$ cat src/rtl/amber48_uart_tx_arb_if.sv
// Requester-side byte streams and UART TX byte port shared by the
// message-locked arbiter.
interface amber48_uart_tx_arb_if #(
  parameter int NUM_REQ = 4
);
  logic [NUM_REQ*8-1:0] req_data_i;
  logic [NUM_REQ-1:0]   req_valid_i;
  logic [NUM_REQ-1:0]   req_last_i;
  logic [NUM_REQ-1:0]   req_ready_o;
  logic [7:0]           tx_data_o;
  logic                 tx_valid_o;
  logic                 tx_ready_i;
  logic [NUM_REQ-1:0]   grant_o;
  logic                 busy_o;

  modport master (
    output req_data_i,
    output req_valid_i,
    output req_last_i,
    output tx_ready_i,
    input  req_ready_o,
    input  tx_data_o,
    input  tx_valid_o,
    input  grant_o,
    input  busy_o
  );

  modport slave (
    input  req_data_i,
    input  req_valid_i,
    input  req_last_i,
    input  tx_ready_i,
    output req_ready_o,
    output tx_data_o,
    output tx_valid_o,
    output grant_o,
    output busy_o
  );
endinterface

$ cat src/rtl/amber48_uart_tx_arb.sv
// Round-robin arbiter sharing one UART TX among byte-stream requesters;
// a grant is held until end of message, burst limit or idle timeout.
module amber48_uart_tx_arb #(
  parameter int NUM_REQ      = 4,
  parameter int MAX_BURST    = 64,
  parameter int IDLE_TIMEOUT = 1024
) (
  input logic                   clk_i,
  input logic                   rst_ni,
  amber48_uart_tx_arb_if.slave  bus
);

  localparam int PW = (NUM_REQ > 1) ? $clog2(NUM_REQ) : 1;
  localparam int BW = $clog2(MAX_BURST + 1);
  localparam int IW = (IDLE_TIMEOUT > 1) ? $clog2(IDLE_TIMEOUT) : 1;
  localparam int IL = (IDLE_TIMEOUT > 0) ? IDLE_TIMEOUT - 1 : 0;

  localparam logic [BW-1:0] BURST_LAST = BW'(MAX_BURST - 1);
  localparam logic [IW-1:0] IDLE_LAST  = IW'(IL);
  localparam logic [PW-1:0] PTR_MAX    = PW'(NUM_REQ - 1);
  localparam logic          TO_EN      = (IDLE_TIMEOUT != 0);

  typedef enum logic {
    S_IDLE,
    S_LOCK
  } state_e;

  state_e               r_state;
  logic [NUM_REQ-1:0]   r_grant;
  logic [PW-1:0]        r_gidx;
  logic [PW-1:0]        r_rr_ptr;
  logic [BW-1:0]        r_burst_cnt;
  logic [IW-1:0]        r_idle_cnt;

  logic [7:0]           w_tx_data;
  logic                 w_g_valid;
  logic                 w_g_last;
  logic                 w_found;
  logic [PW-1:0]        w_pick;
  logic [PW-1:0]        w_cand;
  logic [PW-1:0]        w_next_ptr;
  logic                 w_xfer;
  logic                 w_release;

  // Granted-requester mux; all zero whenever r_grant is empty
  always_comb begin
    w_tx_data = '0;
    w_g_valid = 1'b0;
    w_g_last  = 1'b0;
    for (int k = 0; k < NUM_REQ; k++) begin
      if (r_grant[k]) begin
        w_tx_data = bus.req_data_i[8*k +: 8];
        w_g_valid = bus.req_valid_i[k];
        w_g_last  = bus.req_last_i[k];
      end
    end
  end

  always_comb begin
    w_found = 1'b0;
    w_pick  = '0;
    w_cand  = '0;
    for (int i = 0; i < NUM_REQ; i++) begin
      w_cand = PW'((int'(r_rr_ptr) + i) % NUM_REQ);
      if (!w_found && bus.req_valid_i[w_cand]) begin
        w_found = 1'b1;
        w_pick  = w_cand;
      end
    end
  end

  assign w_next_ptr = (r_gidx == PTR_MAX) ? '0 : r_gidx + PW'(1);
  assign w_xfer     = w_g_valid & bus.tx_ready_i;

  always_comb begin
    w_release = 1'b0;
    unique case (1'b1)
      (w_xfer & w_g_last):                    w_release = 1'b1;
      (w_xfer & (r_burst_cnt == BURST_LAST)): w_release = 1'b1;
      (TO_EN & ~w_g_valid & (r_idle_cnt == IDLE_LAST)):
                                              w_release = 1'b1;
      default:                                w_release = 1'b0;
    endcase
  end

  always_ff @(posedge clk_i or negedge rst_ni) begin
    if (!rst_ni) begin
      r_state     <= S_IDLE;
      r_grant     <= '0;
      r_gidx      <= '0;
      r_rr_ptr    <= '0;
      r_burst_cnt <= '0;
      r_idle_cnt  <= '0;
    end else begin
      unique case (r_state)
        S_IDLE: begin
          if (w_found) begin
            r_state     <= S_LOCK;
            r_grant     <= NUM_REQ'(1) << w_pick;
            r_gidx      <= w_pick;
            r_burst_cnt <= '0;
            r_idle_cnt  <= '0;
          end
        end
        S_LOCK: begin
          if (w_release) begin
            r_state     <= S_IDLE;
            r_grant     <= '0;
            r_rr_ptr    <= w_next_ptr;
            r_burst_cnt <= '0;
            r_idle_cnt  <= '0;
          end else begin
            if (w_xfer)
              r_burst_cnt <= r_burst_cnt + BW'(1);
            if (w_g_valid)
              r_idle_cnt <= '0;
            else if (TO_EN)
              r_idle_cnt <= r_idle_cnt + IW'(1);
          end
        end
        default: r_state <= S_IDLE;
      endcase
    end
  end

  assign bus.tx_data_o   = w_tx_data;
  assign bus.tx_valid_o  = w_g_valid;
  assign bus.req_ready_o = r_grant & {NUM_REQ{bus.tx_ready_i}};
  assign bus.grant_o     = r_grant;
  assign bus.busy_o      = (r_state == S_LOCK);

endmodule

$ cat src/flat_wrapper.sv
// flat-port wrapper written by rule: the top's interface ports become plain ports
module amber48_uart_tx_arb_flat 
#(
  parameter int NUM_REQ      = 4,
  parameter int MAX_BURST    = 64,
  parameter int IDLE_TIMEOUT = 1024
)
  (clk_i, rst_ni, bus_req_data_i, bus_req_valid_i, bus_req_last_i, bus_tx_ready_i, bus_req_ready_o, bus_tx_data_o, bus_tx_valid_o, bus_grant_o, bus_busy_o);
  amber48_uart_tx_arb_if #(.NUM_REQ(NUM_REQ)) bus_i ();
  input logic clk_i;
  input logic rst_ni;
  input wire logic [$bits(bus_i.req_data_i)-1:0] bus_req_data_i;
  input wire logic [$bits(bus_i.req_valid_i)-1:0] bus_req_valid_i;
  input wire logic [$bits(bus_i.req_last_i)-1:0] bus_req_last_i;
  input wire logic [$bits(bus_i.tx_ready_i)-1:0] bus_tx_ready_i;
  output wire logic [$bits(bus_i.req_ready_o)-1:0] bus_req_ready_o;
  output wire logic [$bits(bus_i.tx_data_o)-1:0] bus_tx_data_o;
  output wire logic [$bits(bus_i.tx_valid_o)-1:0] bus_tx_valid_o;
  output wire logic [$bits(bus_i.grant_o)-1:0] bus_grant_o;
  output wire logic [$bits(bus_i.busy_o)-1:0] bus_busy_o;
  assign bus_i.req_data_i = bus_req_data_i;
  assign bus_i.req_valid_i = bus_req_valid_i;
  assign bus_i.req_last_i = bus_req_last_i;
  assign bus_i.tx_ready_i = bus_tx_ready_i;
  assign bus_req_ready_o = bus_i.req_ready_o;
  assign bus_tx_data_o = bus_i.tx_data_o;
  assign bus_tx_valid_o = bus_i.tx_valid_o;
  assign bus_grant_o = bus_i.grant_o;
  assign bus_busy_o = bus_i.busy_o;
  amber48_uart_tx_arb #(.NUM_REQ(NUM_REQ), .MAX_BURST(MAX_BURST), .IDLE_TIMEOUT(IDLE_TIMEOUT)) u_core (.clk_i(clk_i), .rst_ni(rst_ni), .bus(bus_i));
endmodule
$ cat config.mk
export PLATFORM = sky130hd
export DESIGN_NAME = amber48_uart_tx_arb_flat
export DESIGN_NICKNAME = d
export VERILOG_FILES = /design/src/rtl/amber48_uart_tx_arb_if.sv /design/src/rtl/amber48_uart_tx_arb.sv /design/src/flat_wrapper.sv
export SDC_FILE = /design/constraint.sdc
export NUM_CORES = 1
export LEC_CHECK = 0
export CAP_MARGIN = 30
export CORE_MARGIN = 4
export CORE_UTILIZATION = 46
export DETAILED_ROUTE_END_ITERATION = 10
export PLACE_DENSITY = 0.8
export SLEW_MARGIN = 20
export SYNTH_ARGS = -nofsm -noshare
export SYNTH_HDL_FRONTEND = slang
export SYNTH_SLANG_ARGS = --single-unit
$ cat constraint.sdc
create_clock -name clk_i -period 2.4 [get_ports clk_i]
set_input_delay 0.24 -clock clk_i [delete_from_list [all_inputs] [get_ports clk_i]]
set_output_delay 0.24 -clock clk_i [all_outputs]
set_load 0.03 [all_outputs]
==> flow_metrics.tcl <==
set metrics [dict create \
    rsz0062_at_grt "no" \
    worstSetupPathType "input pin to primary output" \
    drtAntennaViolNets 0 \
    portBuffers 60 \
    core_region_area_sq_um 3716 \
    synth_async_sr_flop_share_pct 100.0 \
    cts_sinks 26 \
    synth_top_area_share_pct 36.21 \
    critical_path.max_stage_delay_ps 720 \
    drc 0 \
    die_x_um 70.50 \
    dieArea_sq_um 4970 \
    drt-pass1-iter-count 4 \
    root_buffer "clkbuf_8" \
    drt_iter0_drc 44 \
    htree_levels 1 \
    fin_crit_ps 2192 \
    synthTopCellsByArea "dfrtp_1, nand2_1, o21ai_0, nor2_1, a21oi_1" \
    wirelength_um 4722 \
    fp.dieH_um 70.50 \
    worstSetupEndpointType "primary output" \
    fin_cells 335 \
    synth-edff-count 0 \
    ys_warn_count 0 \
    grt_pass1_wl_um 7797 \
    crit_arrival_ps 1950 \
    rows 22 \
    synth_common_cells "nand2_1, dfrtp_1, nor2_1, o21ai_0, a21oi_1" \
    ios 61 \
    cts_tree "done" \
    synthCells 225 \
    drive_gt1_share_pct 12.54 \
    via_per_inst 5.570 \
    synth_seq_cells 26 \
    grt_use_total_pct 19.37 \
    drv_slew 0 \
    finalCritPeriodShare_pct 91.33 \
    cts_made_buffers 3 \
    grt_pass1_vias 1666 \
    clk_pin_slew_ps 90 \
    setup_violations 0 \
    slew_headroom_pct 70.47 \
    drv_cap 0 \
    crit_required_ps 2160 \
    irDropWorstVdd_v 0.0006860 \
    syn_area_per_cell_sq_um 7.985 \
    synthFlopType "dfrtp_1" \
    fin_skew_ps 4.414 \
    ys_types 43 \
    fillers 325 \
    critical_path.slowest_cell "clkdlybuf4s50_1" \
    grt_max_degree 27 \
    clockBufferDepth 2 \
    clock_latency_ps 280 \
    synth_top_area_cell "dfrtp_1" \
    layout.nets 334 \
    hpwl_um 3579 \
    insertedDiodeCount 0 \
    power.leakage_nw 1.049 \
    cp_cell_sequence "clkdlybuf4s50_1, a211oi_2, a211oi_2, clkdlybuf4s50_1" \
    path_max_fanout 5 \
    synth_most_common_cell "nand2_1" \
    syn_area_sq_um 1797 \
    gp_congestion 0.8055 \
    tns_ps 0 \
    grt-ovfl-total 0 \
    area_growth_pct 40.74 \
    antenna_found_initial 0 \
    power_density_nw_per_um2 926.9 \
    worstMarginPinSlew_ps 441.0 \
    min_path_type "input pin to async pin" \
    syn-num-nets 271 \
    hold_ws_ps 318.9 \
    num_vias 1866 \
    start_kind "input pin" \
    fmax_ghz 0.4562 \
    place_inst 331 \
    start_util_pct 48.35 \
    wire_per_inst_um 14.10 \
    synth-seq-area-share_pct 36.21 \
    status "finished clean" \
    hold_viol_final 0 \
]
-- metrics by stage --
step / setup slack, ps / power [mW] / area (sq um) / util, %
after floorplan: 208.3 / 1.530 / 1797 / -
after global placement: 244.8 / 1.958 / 2455 / 66.06
after detailed placement: 227.2 / 1.982 / 2455 / 66.06
after CTS: 105.3 / 2.350 / 2526 / 67.98
after global routing: 6.317 / 2.513 / 2529 / 68.05
final: 208.0 / 2.344 / 2529 / 68.05
-- critical path, delay by kind of cell --
family / cells / cell delay [ps]
AO/OA/AOI/OAI: 2 / 420
buffers and inverters: 2 / 1290
-- per-layer routing --
layer,vias to the layer above,track usage (%),share of wire (%)
met4,0,5.745,1.3
met3,5,3.597,6.2
li1,937,-,-
met5,-,0,0
met2,57,31.29,46
met1,867,26.21,46
-- report_power, final --
part	internal [mW]	switching, mW
Clock	0.224	0.145
Combinational	0.561	0.729
Sequential	0.555	0.131
-- area by class of cell --
cell class | count | area (sq um) | area share [%]
Multi-Input combinational cell | 180 | 1072 | 42.40
Sequential cell | 26 | 650.6 | 25.73
Timing Repair Buffer | 68 | 640.6 | 25.33
Tap cell | 48 | 60.06 | 2.375
Clock buffer | 3 | 41.29 | 1.633
Inverter | 9 | 33.78 | 1.336
Clock inverter | 1 | 30.03 | 1.188
-- sequential cells by signal (all words and copies together), names as in the netlist --
register and flops:
u_core.r_burst_cnt 7, u_core.r_idle_cnt 10, u_core.bus.busy_o 1, u_core.bus.grant_o 4, u_core.r_rr_ptr 2, u_core.r_gidx 2
-- path summary, 6_finish.rpt --
kind | end | start | slack [ps] | depth (start not counted)
max | bus_tx_valid_o | bus_req_valid_i[1] | 210 | 4
min | u_core.r_idle_cnt[5]$_DFFE_PN0P_ | rst_ni | 320 | 2
max reg2reg | u_core.r_rr_ptr[1]$_DFFE_PN0P_ | u_core.r_idle_cnt[0]$_DFFE_PN0P_ | 330 | 6
min reg2reg | u_core.r_gidx[1]$_DFFE_PN0P_ | u_core.r_gidx[1]$_DFFE_PN0P_ | 500 | 2
max in group asynchronous | u_core.r_rr_ptr[1]$_DFFE_PN0P_ | rst_ni | 1830 | 2
min in group clk_i | u_core.r_gidx[1]$_DFFE_PN0P_ | u_core.r_gidx[1]$_DFFE_PN0P_ | 500 | 2
-- layout by cell type (no fill, tap or decap), types with 3 or more instances in the layout --
master / synthesis / final
o21ai_0: 20 / 20
o21ai_2: 6 / 6
clkbuf_8: 0 / 3
a22oi_1: 8 / 8
nand3b_1: 3 / 3
nor3_1: 3 / 3
ha_1: 3 / 3
nor4_1: 3 / 3
nor2_1: 25 / 25
and2_1: 7 / 7
nand2_1: 31 / 31
inv_1: 9 / 9
a21oi_1: 14 / 14
or3_1: 3 / 3
nand4_1: 3 / 3
nor2b_1: 4 / 3
clkdlybuf4s50_1: 0 / 52
o211ai_1: 5 / 5
buf_4: 0 / 16
nand2b_1: 4 / 4
dfrtp_1: 26 / 26
nand3_1: 9 / 9
nor3b_1: 3 / 3
-- logic make-up (layout without fill, tap and decap cells) --
group / count (synthesis) / after routing / share of synthesized area (%)
xor+xnor: 1 / 1 / 0.4876
buf+inv: 19 / 81 / 4.248
compound gates: 70 / 70 / 26.26
fa+ha+maj: 3 / 3 / 2.089
mux: 3 / 3 / 2.229
simple gates: 103 / 103 / 28.48
flops: 26 / 26 / 36.21
-- timing repair --
| item | 4_1_cts | 5_1_grt |
|---|---|---|
| buffers inserted | 0 | 0 |
| endpoints found under the hold margin | 0 | 0 |
| endpoints found under the setup margin | 0 | 8 |
| hold buffers | 0 | 0 |
| resized for setup | 0 | 1 |
No activity file was read; power rests on OpenSTA's default activity.
